### config.mk
export PLATFORM = sky130hd
export DESIGN_NAME = gate_sweep_ctrl_flat
export DESIGN_NICKNAME = d
export VERILOG_FILES = /design/src/rtl/gate_sweep_ctrl_if.sv /design/src/rtl/gate_sweep_ctrl.sv /design/src/flat_wrapper.sv
export SDC_FILE = /design/constraint.sdc
export NUM_CORES = 1
export LEC_CHECK = 0
export ABC_AREA = 1
export BUFFER_PORTS_ARGS = -buffer_cell sky130_fd_sc_hd__buf_2
export CAP_MARGIN = 20
export CORE_AREA = 2 2 48 50
export CTS_CLUSTER_SIZE = 20
export DETAILED_ROUTE_END_ITERATION = 7
export DIE_AREA = 0 0 50 52
export PLACE_DENSITY = 0.78
export SLEW_MARGIN = 20
export SYNTH_ARGS = -nofsm -noshare
export SYNTH_HDL_FRONTEND = slang
export SYNTH_SLANG_ARGS = --single-unit
### constraint.sdc
create_clock -name clk -period 2.1 [get_ports clk]
set_input_delay 0.105 -clock clk [delete_from_list [all_inputs] [get_ports clk]]
set_output_delay 0.105 -clock clk [all_outputs]
set_load 0.05 [all_outputs]
### src/rtl/gate_sweep_ctrl_if.sv
// Purpose: bundles the sweep controller's request, gate-drive and result
// signals into one interface.
//   slave  : the controller side (gate_sweep_ctrl)
//   master : the requester/gate side (bench or self-test wrapper)
// Signals:
//   start      master->slave  one-cycle sweep request
//   w_in       master->slave  output of the gate under test
//   abcd       slave->master  gate input vector {a,b,c,d}
//   busy       slave->master  sweep in progress
//   done       slave->master  one-cycle completion pulse
//   err_count  slave->master  number of mismatching vectors
//   fail_seen  slave->master  at least one mismatch seen
//   first_fail slave->master  index of first mismatching vector
//   pass       slave->master  sweep finished with no mismatch (DONE pulse only)
interface gate_sweep_ctrl_if;
  logic       start;
  logic       w_in;
  logic [3:0] abcd;
  logic       busy;
  logic       done;
  logic [4:0] err_count;
  logic       fail_seen;
  logic [3:0] first_fail;
  logic       pass;

  modport slave (
    input  start,
    input  w_in,
    output abcd,
    output busy,
    output done,
    output err_count,
    output fail_seen,
    output first_fail,
    output pass
  );

  modport master (
    output start,
    output w_in,
    input  abcd,
    input  busy,
    input  done,
    input  err_count,
    input  fail_seen,
    input  first_fail,
    input  pass
  );
endinterface

### src/rtl/gate_sweep_ctrl.sv
// Purpose: sequencer/checker for the CMOS gate w = (~c&~d) | (d&~(a&b)).
// Walks all 16 vectors {a,b,c,d} in ascending order, holds each for
// SETTLE_CYCLES clocks so the transistor-level delays can settle, samples w,
// and accumulates mismatch count plus the index of the first failing vector.
// Ports:
//   clk  : rising-edge clock
//   rst  : synchronous active-high reset
//   bus  : gate_sweep_ctrl_if.slave (start, w_in in; abcd, busy, done,
//          err_count, fail_seen, first_fail, pass out, all registered)
module gate_sweep_ctrl #(
  parameter int unsigned SETTLE_CYCLES = 4,
  parameter int unsigned CNT_W         = 4
) (
  input  logic              clk,
  input  logic              rst,
  gate_sweep_ctrl_if.slave  bus
);

  localparam int unsigned VEC_W = 4;
  localparam int unsigned ERR_W = 5;
  localparam logic [VEC_W-1:0] LAST_VEC = VEC_W'(15);
  localparam logic [CNT_W-1:0] CNT_LAST = CNT_W'(SETTLE_CYCLES - 1);

  typedef enum logic [1:0] {
    IDLE   = 2'd0,
    SETTLE = 2'd1,
    CHECK  = 2'd2,
    DONE   = 2'd3
  } state_t;

  state_t             state_q, state_d;
  logic [VEC_W-1:0]   vec_q, vec_d;
  logic [CNT_W-1:0]   cnt_q, cnt_d;
  logic [VEC_W-1:0]   abcd_q, abcd_d;
  logic               busy_q, busy_d;
  logic               done_q, done_d;
  logic               pass_q, pass_d;
  logic [ERR_W-1:0]   err_q, err_d;
  logic               fail_seen_q, fail_seen_d;
  logic [VEC_W-1:0]   first_fail_q, first_fail_d;
  logic               mismatch_c;

  // Reference function of the gate under test.
  function automatic logic golden(input logic [VEC_W-1:0] v);
    logic a, b, c, d;
    a = v[3];
    b = v[2];
    c = v[1];
    d = v[0];
    return (~c & ~d) | (d & ~(a & b));
  endfunction

  // Case inequality so an X/Z on w_in is scored as a failure.
  assign mismatch_c = (bus.w_in !== golden(vec_q));

  // State and output registers.
  always_ff @(posedge clk) begin
    if (rst) begin
      state_q      <= IDLE;
      vec_q        <= '0;
      cnt_q        <= '0;
      abcd_q       <= '0;
      busy_q       <= 1'b0;
      done_q       <= 1'b0;
      pass_q       <= 1'b0;
      err_q        <= '0;
      fail_seen_q  <= 1'b0;
      first_fail_q <= '0;
    end else begin
      state_q      <= state_d;
      vec_q        <= vec_d;
      cnt_q        <= cnt_d;
      abcd_q       <= abcd_d;
      busy_q       <= busy_d;
      done_q       <= done_d;
      pass_q       <= pass_d;
      err_q        <= err_d;
      fail_seen_q  <= fail_seen_d;
      first_fail_q <= first_fail_d;
    end
  end

  // Next-state and next-output logic.
  always_comb begin
    state_d      = state_q;
    vec_d        = vec_q;
    cnt_d        = cnt_q;
    abcd_d       = abcd_q;
    done_d       = 1'b0;
    pass_d       = 1'b0;
    err_d        = err_q;
    fail_seen_d  = fail_seen_q;
    first_fail_d = first_fail_q;

    unique case (state_q)
      IDLE: begin
        if (bus.start) begin
          state_d      = SETTLE;
          vec_d        = '0;
          abcd_d       = '0;
          cnt_d        = '0;
          err_d        = '0;
          fail_seen_d  = 1'b0;
          first_fail_d = '0;
        end
      end

      SETTLE: begin
        cnt_d = cnt_q + CNT_W'(1);
        if (cnt_q == CNT_LAST) begin
          state_d = CHECK;
        end
      end

      CHECK: begin
        // At most 16 increments, so err_q cannot wrap.
        if (mismatch_c) begin
          err_d = err_q + ERR_W'(1);
          if (!fail_seen_q) begin
            fail_seen_d  = 1'b1;
            first_fail_d = vec_q;
          end
        end
        if (vec_q == LAST_VEC) begin
          state_d = DONE;
        end else begin
          state_d = SETTLE;
          vec_d   = vec_q + VEC_W'(1);
          abcd_d  = vec_q + VEC_W'(1);
          cnt_d   = '0;
        end
      end

      DONE: begin
        state_d = IDLE;
        done_d  = 1'b1;
        pass_d  = (err_q == '0);
      end

      default: begin
        state_d = IDLE;
      end
    endcase

    busy_d = (state_d == SETTLE) || (state_d == CHECK);
  end

  assign bus.abcd       = abcd_q;
  assign bus.busy       = busy_q;
  assign bus.done       = done_q;
  assign bus.pass       = pass_q;
  assign bus.err_count  = err_q;
  assign bus.fail_seen  = fail_seen_q;
  assign bus.first_fail = first_fail_q;

endmodule

### src/flat_wrapper.sv
// flat-port wrapper written by rule: the top's interface ports become plain ports
module gate_sweep_ctrl_flat 
#(
  parameter int unsigned SETTLE_CYCLES = 4,
  parameter int unsigned CNT_W         = 4
)
  (clk, rst, bus_start, bus_w_in, bus_abcd, bus_busy, bus_done, bus_err_count, bus_fail_seen, bus_first_fail, bus_pass);
  gate_sweep_ctrl_if bus_i ();
  input  logic clk;
  input  logic rst;
  input wire logic [$bits(bus_i.start)-1:0] bus_start;
  input wire logic [$bits(bus_i.w_in)-1:0] bus_w_in;
  output wire logic [$bits(bus_i.abcd)-1:0] bus_abcd;
  output wire logic [$bits(bus_i.busy)-1:0] bus_busy;
  output wire logic [$bits(bus_i.done)-1:0] bus_done;
  output wire logic [$bits(bus_i.err_count)-1:0] bus_err_count;
  output wire logic [$bits(bus_i.fail_seen)-1:0] bus_fail_seen;
  output wire logic [$bits(bus_i.first_fail)-1:0] bus_first_fail;
  output wire logic [$bits(bus_i.pass)-1:0] bus_pass;
  assign bus_i.start = bus_start;
  assign bus_i.w_in = bus_w_in;
  assign bus_abcd = bus_i.abcd;
  assign bus_busy = bus_i.busy;
  assign bus_done = bus_i.done;
  assign bus_err_count = bus_i.err_count;
  assign bus_fail_seen = bus_i.fail_seen;
  assign bus_first_fail = bus_i.first_fail;
  assign bus_pass = bus_i.pass;
  gate_sweep_ctrl #(.SETTLE_CYCLES(SETTLE_CYCLES), .CNT_W(CNT_W)) u_core (.clk(clk), .rst(rst), .bus(bus_i));
endmodule
Yosys cells after proc, flatten, opt, wreduce, memory -nomap -nowiden
Index checks and enable logic that the tools add are counted. W data, S select, Z words.

Bitwise logic cells: 8. Shift-type cells: 0. Mux-type cells: 19. Reductions and logical operators: 10. $lt $le $gt $ge: 0. Equality and inequality tests: 12. Multiply operators: 0. Div/mod/pow operators: 0. Add/sub/neg operators: 3.

Operators with widths (count): $mux W4 (5); $pmux W4 S2 (2); $pmux W4 S3 (1); $mux W5 (2); $pmux W5 S2 (1); $reduce_and A3 Y1 (3); $add A4 B1 Y4 const B (2); $pmux W2 S4 (1); $eq A2 B2 Y1 const B (3); $mux W2 (3); $ne A2 B2 Y1 const B (3); $add A5 B1 Y5 const B (1); $logic_not A5 Y1 (1); $eq A2 B1 Y1 const B (2); $eq A4 B2 Y1 const B (1); $eq A4 B4 Y1 const B (1); $not A1 Y1 (4); $reduce_and A4 Y1 (1); $and A1 B1 Y1 (3); $mux W1 (3); $reduce_bool A3 Y1 (1); $logic_not A2 Y1 (1); $ne A2 B1 Y1 const B (1); $pmux W1 S2 (1); 5 further kinds (5).

Memory bits (writable): 0. Register bits: 23. Latch bits: 0. Memory bits (read-only): 0. Input bits: 4. Output and inout bits: 17. Memories: 0.

Logic depth before layout (Yosys ltp)
Depth in word-level cells: 7. Gate-level depth with buffers: 9. Gate-level depth less buffers: 8.

Worst setup path after synthesis
OpenSTA, ideal clock, no wires.

Path type: register to register. From: reg u_core.vec_q[1]. To: reg u_core.vec_q[0]. Required time: 2.014 ns. Data arrival time: 1.565 ns. Stages on the path, launching flop included: 8. Slack: 0.450 ns. Setup time: 0.086 ns. Path buffers: 0. Path through: dfxtp_1 ha_1 nand3_1 nor2_1 inv_2 nand2_2 nor2_1 a211oi_1.

Word-level cells in the longest chain between the ends: 3.

RTL lines: from (decl) (line gate_sweep_ctrl.sv:32) `logic [VEC_W-1:0] vec_q, vec_d;`; from (signal assigned) (line gate_sweep_ctrl.sv:71) `vec_q <= vec_d;`; $eq A4 B4 Y1 (line gate_sweep_ctrl.sv:124) `if (vec_q == LAST_VEC) begin`; $ne A2 B2 Y1 (no line); $reduce_and A3 Y1 (no line).

No other way between the ends. A chain may end at the register's enable or synchronous reset.

Worst setup path in the final report
From: reg u_core.vec_q[0]. To: reg u_core.vec_q[0].

Word-level cells in the longest chain between the ends: 3. Elaborated cells between the ends (all ways): 6. Classes of those cells: add/sub: 1; eq/ne: 2; mux: 2; reduce/logical: 1.

RTL lines (line): $add A4 B1 Y4 / $eq A4 B4 Y1 (equally long branches) (gate_sweep_ctrl.sv:128, gate_sweep_ctrl.sv:124); $mux W4 / $ne A2 B2 Y1 (equally long branches); $pmux W4 S2 / $reduce_and A3 Y1 (equally long branches).

Several ways; a longest one is shown, not always the timed one. The select of a mux whose other input is x is not followed.

==> results.json <==
{
  "status": "finished, final reports clean",
  "path_max_fanout": 7,
  "cts_resized": 0,
  "drtIter0Drc": 17,
  "fin_worst_skew_ps": 4.38,
  "arrival_ps": 1680,
  "dpl-instance-area_sq_um": 1230,
  "slew_headroom_pct": 77.4,
  "synthTopCellsByArea": "dfxtp_1, nand2_1, a21oi_1, nand3_1, ha_1",
  "synth_cell_types": 28,
  "rsz0062_at_grt": "false",
  "antenna_found_initial": 0,
  "yosysTopAreaCell": "dfxtp_1",
  "power_density_nw_per_um2": 562,
  "clock-root-buffer": "clkbuf_4",
  "setup_viol": 0,
  "required_ps": 2330,
  "cap_violations": 0,
  "ioPinCount": 21,
  "drc": 0,
  "viasPerCell": 5.45,
  "grt_pass1_wl_um": 3700,
  "die_x_um": 50,
  "yosys_register_bits": 23,
  "hpwlAfterDp_um": 1680,
  "cts_sinks": 23,
  "regArea_sq_um": 460,
  "wl_per_cell_um": 11.8,
  "final_hold_viol_count": 0,
  "avgSynthCellArea_sq_um": 7.81,
  "cts_setup_buffers": 0,
  "clk_path_buf_depth": 2,
  "postRouteAntennaNets": 0,
  "power.leakage_uw": 0.000534,
  "die_height_um": 52,
  "clk_pin_slew_ps": 120,
  "synth_nets": 151,
  "yosysTopAreaCellShare_pct": 41.2,
  "drt_first_pass_iters": 4,
  "worst_pin_slew_ps": 338,
  "initial_core_util_pct": 53.1,
  "io_buffers": 20,
  "hold_path.class": "input pin to flop",
  "syn_area_sq_um": 1120,
  "grt_pass1_vias": 895,
  "ys.warnings.count": 0,
  "cts_hold_buf": 0,
  "cp-start-kind": "flop",
  "gp_congestion": 0.790,
  "via_count": 1040,
  "crit_type": "flop to flop",
  "clock.fmax_ghz": 0.691,
  "synth_edf_count": 0,
  "synthArstFlopShare_pct": 0,
  "antennaDiodeCount": 0,
  "die_area_sq_um": 2600,
  "whs_ps": 166,
  "cts_inserted_buffers": 3,
  "cts_tree": "yes",
  "core_sq_um": 2110,
  "fillers": 197,
  "design_area_sq_um": 1250,
  "synth_seq_area_share_pct": 41.2,
  "synthToLayoutAreaGrowth_pct": 12.1,
  "drive_above_1_share_pct": 25.2,
  "ir_worst_vdd_v": 0.000365,
  "worst_skew_pair.late_latency_ps": 310,
  "period_share_pct": 68.9,
  "num_rows": 17,
  "wirelength_um": 2260,
  "finalSetupTns_ps": 0,
  "synthTopCellsByCount": "nand2_1, dfxtp_1, a21oi_1, nor2_1, nand3_1",
  "nets": 172,
  "syn_inst": 143,
  "min_period_ps": 1450,
  "grt-ovfl-total": 0,
  "grt_use_total_pct": 18.6,
  "finalMaxSlewViolations": 0,
  "synth_most_common_cell": "nand2_1",
  "multi_input_comb_area_sq_um": 582,
  "ys.flop_type": "dfxtp_1",
  "grt_max_degree": 20,
  "htreeDepth": 1,
  "end_kind": "flop"
}
[kinds of logic after synthesis]
kind of cell / after synthesis / share of synthesized area [%]
XOR/XNOR: 4 / 3.14
AO/OA/AOI/OAI: 26 / 13.7
AND/OR/NAND/NOR: 69 / 30.8
flip-flops: 23 / 41.2
buffers and inverters: 17 / 6.72
adder cells (fa/ha/maj): 4 / 4.48
[worst max-delay path, stage by stage, from the launching register on]
cell      delay, ps
dfxtp_1         480
ha_1            240
nand3_1         110
nor2_1          140
inv_2            80
nand2_2         100
nor2_1           40
a211oi_1        180
[area by class of cell]
type                            count  area share, %
Tap cell                           28           2.80
Clock buffer                        4           2.10
Timing Repair Buffer               20           7.99
Inverter                           13           3.90
Sequential cell                    23           36.8
Multi-Input combinational cell    103           46.5
[state kept, by name, summed over array words and instances (netlist names)]
signal,count
u_core.state_q,2
u_core.bus.busy,1
u_core.cnt_q,4
u_core.bus.first_fail,4
u_core.vec_q,4
u_core.bus.fail_seen,1
u_core.bus.pass,1
u_core.bus.done,1
u_core.bus.err_count,5
[final timing paths]
check,from,end,slack (ps),cells after the start
worst max-delay path,u_core.vec_q[0],u_core.vec_q[0],650,7
worst min-delay path,rst,u_core.state_q[0],170,2
worst max register to register,u_core.vec_q[0],u_core.vec_q[0],650,7
worst min register to register,u_core.bus.first_fail[1],u_core.bus.first_fail[1],460,2
[stage by stage]
stage | cells | util [%] | power (uW) | setup slack (ps)
detailed placement | 187 | 58.2 | 512 | 686
floorplan | 143 | - | 497 | 450
finish | 191 | 59.5 | 703 | 653
global placement | 187 | 58.2 | 509 | 810
CTS | 191 | 59.5 | 709 | 650
global route | 191 | 59.5 | 731 | 563
[layer usage]
| layer | share of wire [%] | routed length [um] | vias to the layer above | global-route usage, % |
|---|---|---|---|---|
| met5 | 0 | 0 | - | 0 |
| met4 | 1.9 | 43 | 0 | 9.72 |
| met3 | 5.2 | 117 | 5 | 3.74 |
| met2 | 50 | 1130 | 30 | 33.3 |
| met1 | 43 | 971 | 484 | 20.6 |
| li1 | - | - | 521 | - |
[power breakdown]
group          internal [uW]  switching [uW]
Clock                   74.2             127
Sequential               442            5.41
Combinational           14.8            40.1
[placed cells by master, fill, tap and decap left out, types with 2 or more instances in the layout]
cell type,instances
a21oi_1,14
buf_2,20
clkbuf_4,3
dfxtp_1,23
ha_1,4
inv_1,10
inv_2,3
nand2_1,26
nand2_2,5
nand2_4,2
nand3_1,12
nand3_2,4
nand4_1,5
nor2_1,13
o21ai_0,3
o21ai_1,2
xnor2_1,2
xor2_1,2
Note: power is estimated with default switching activity, not from simulation.
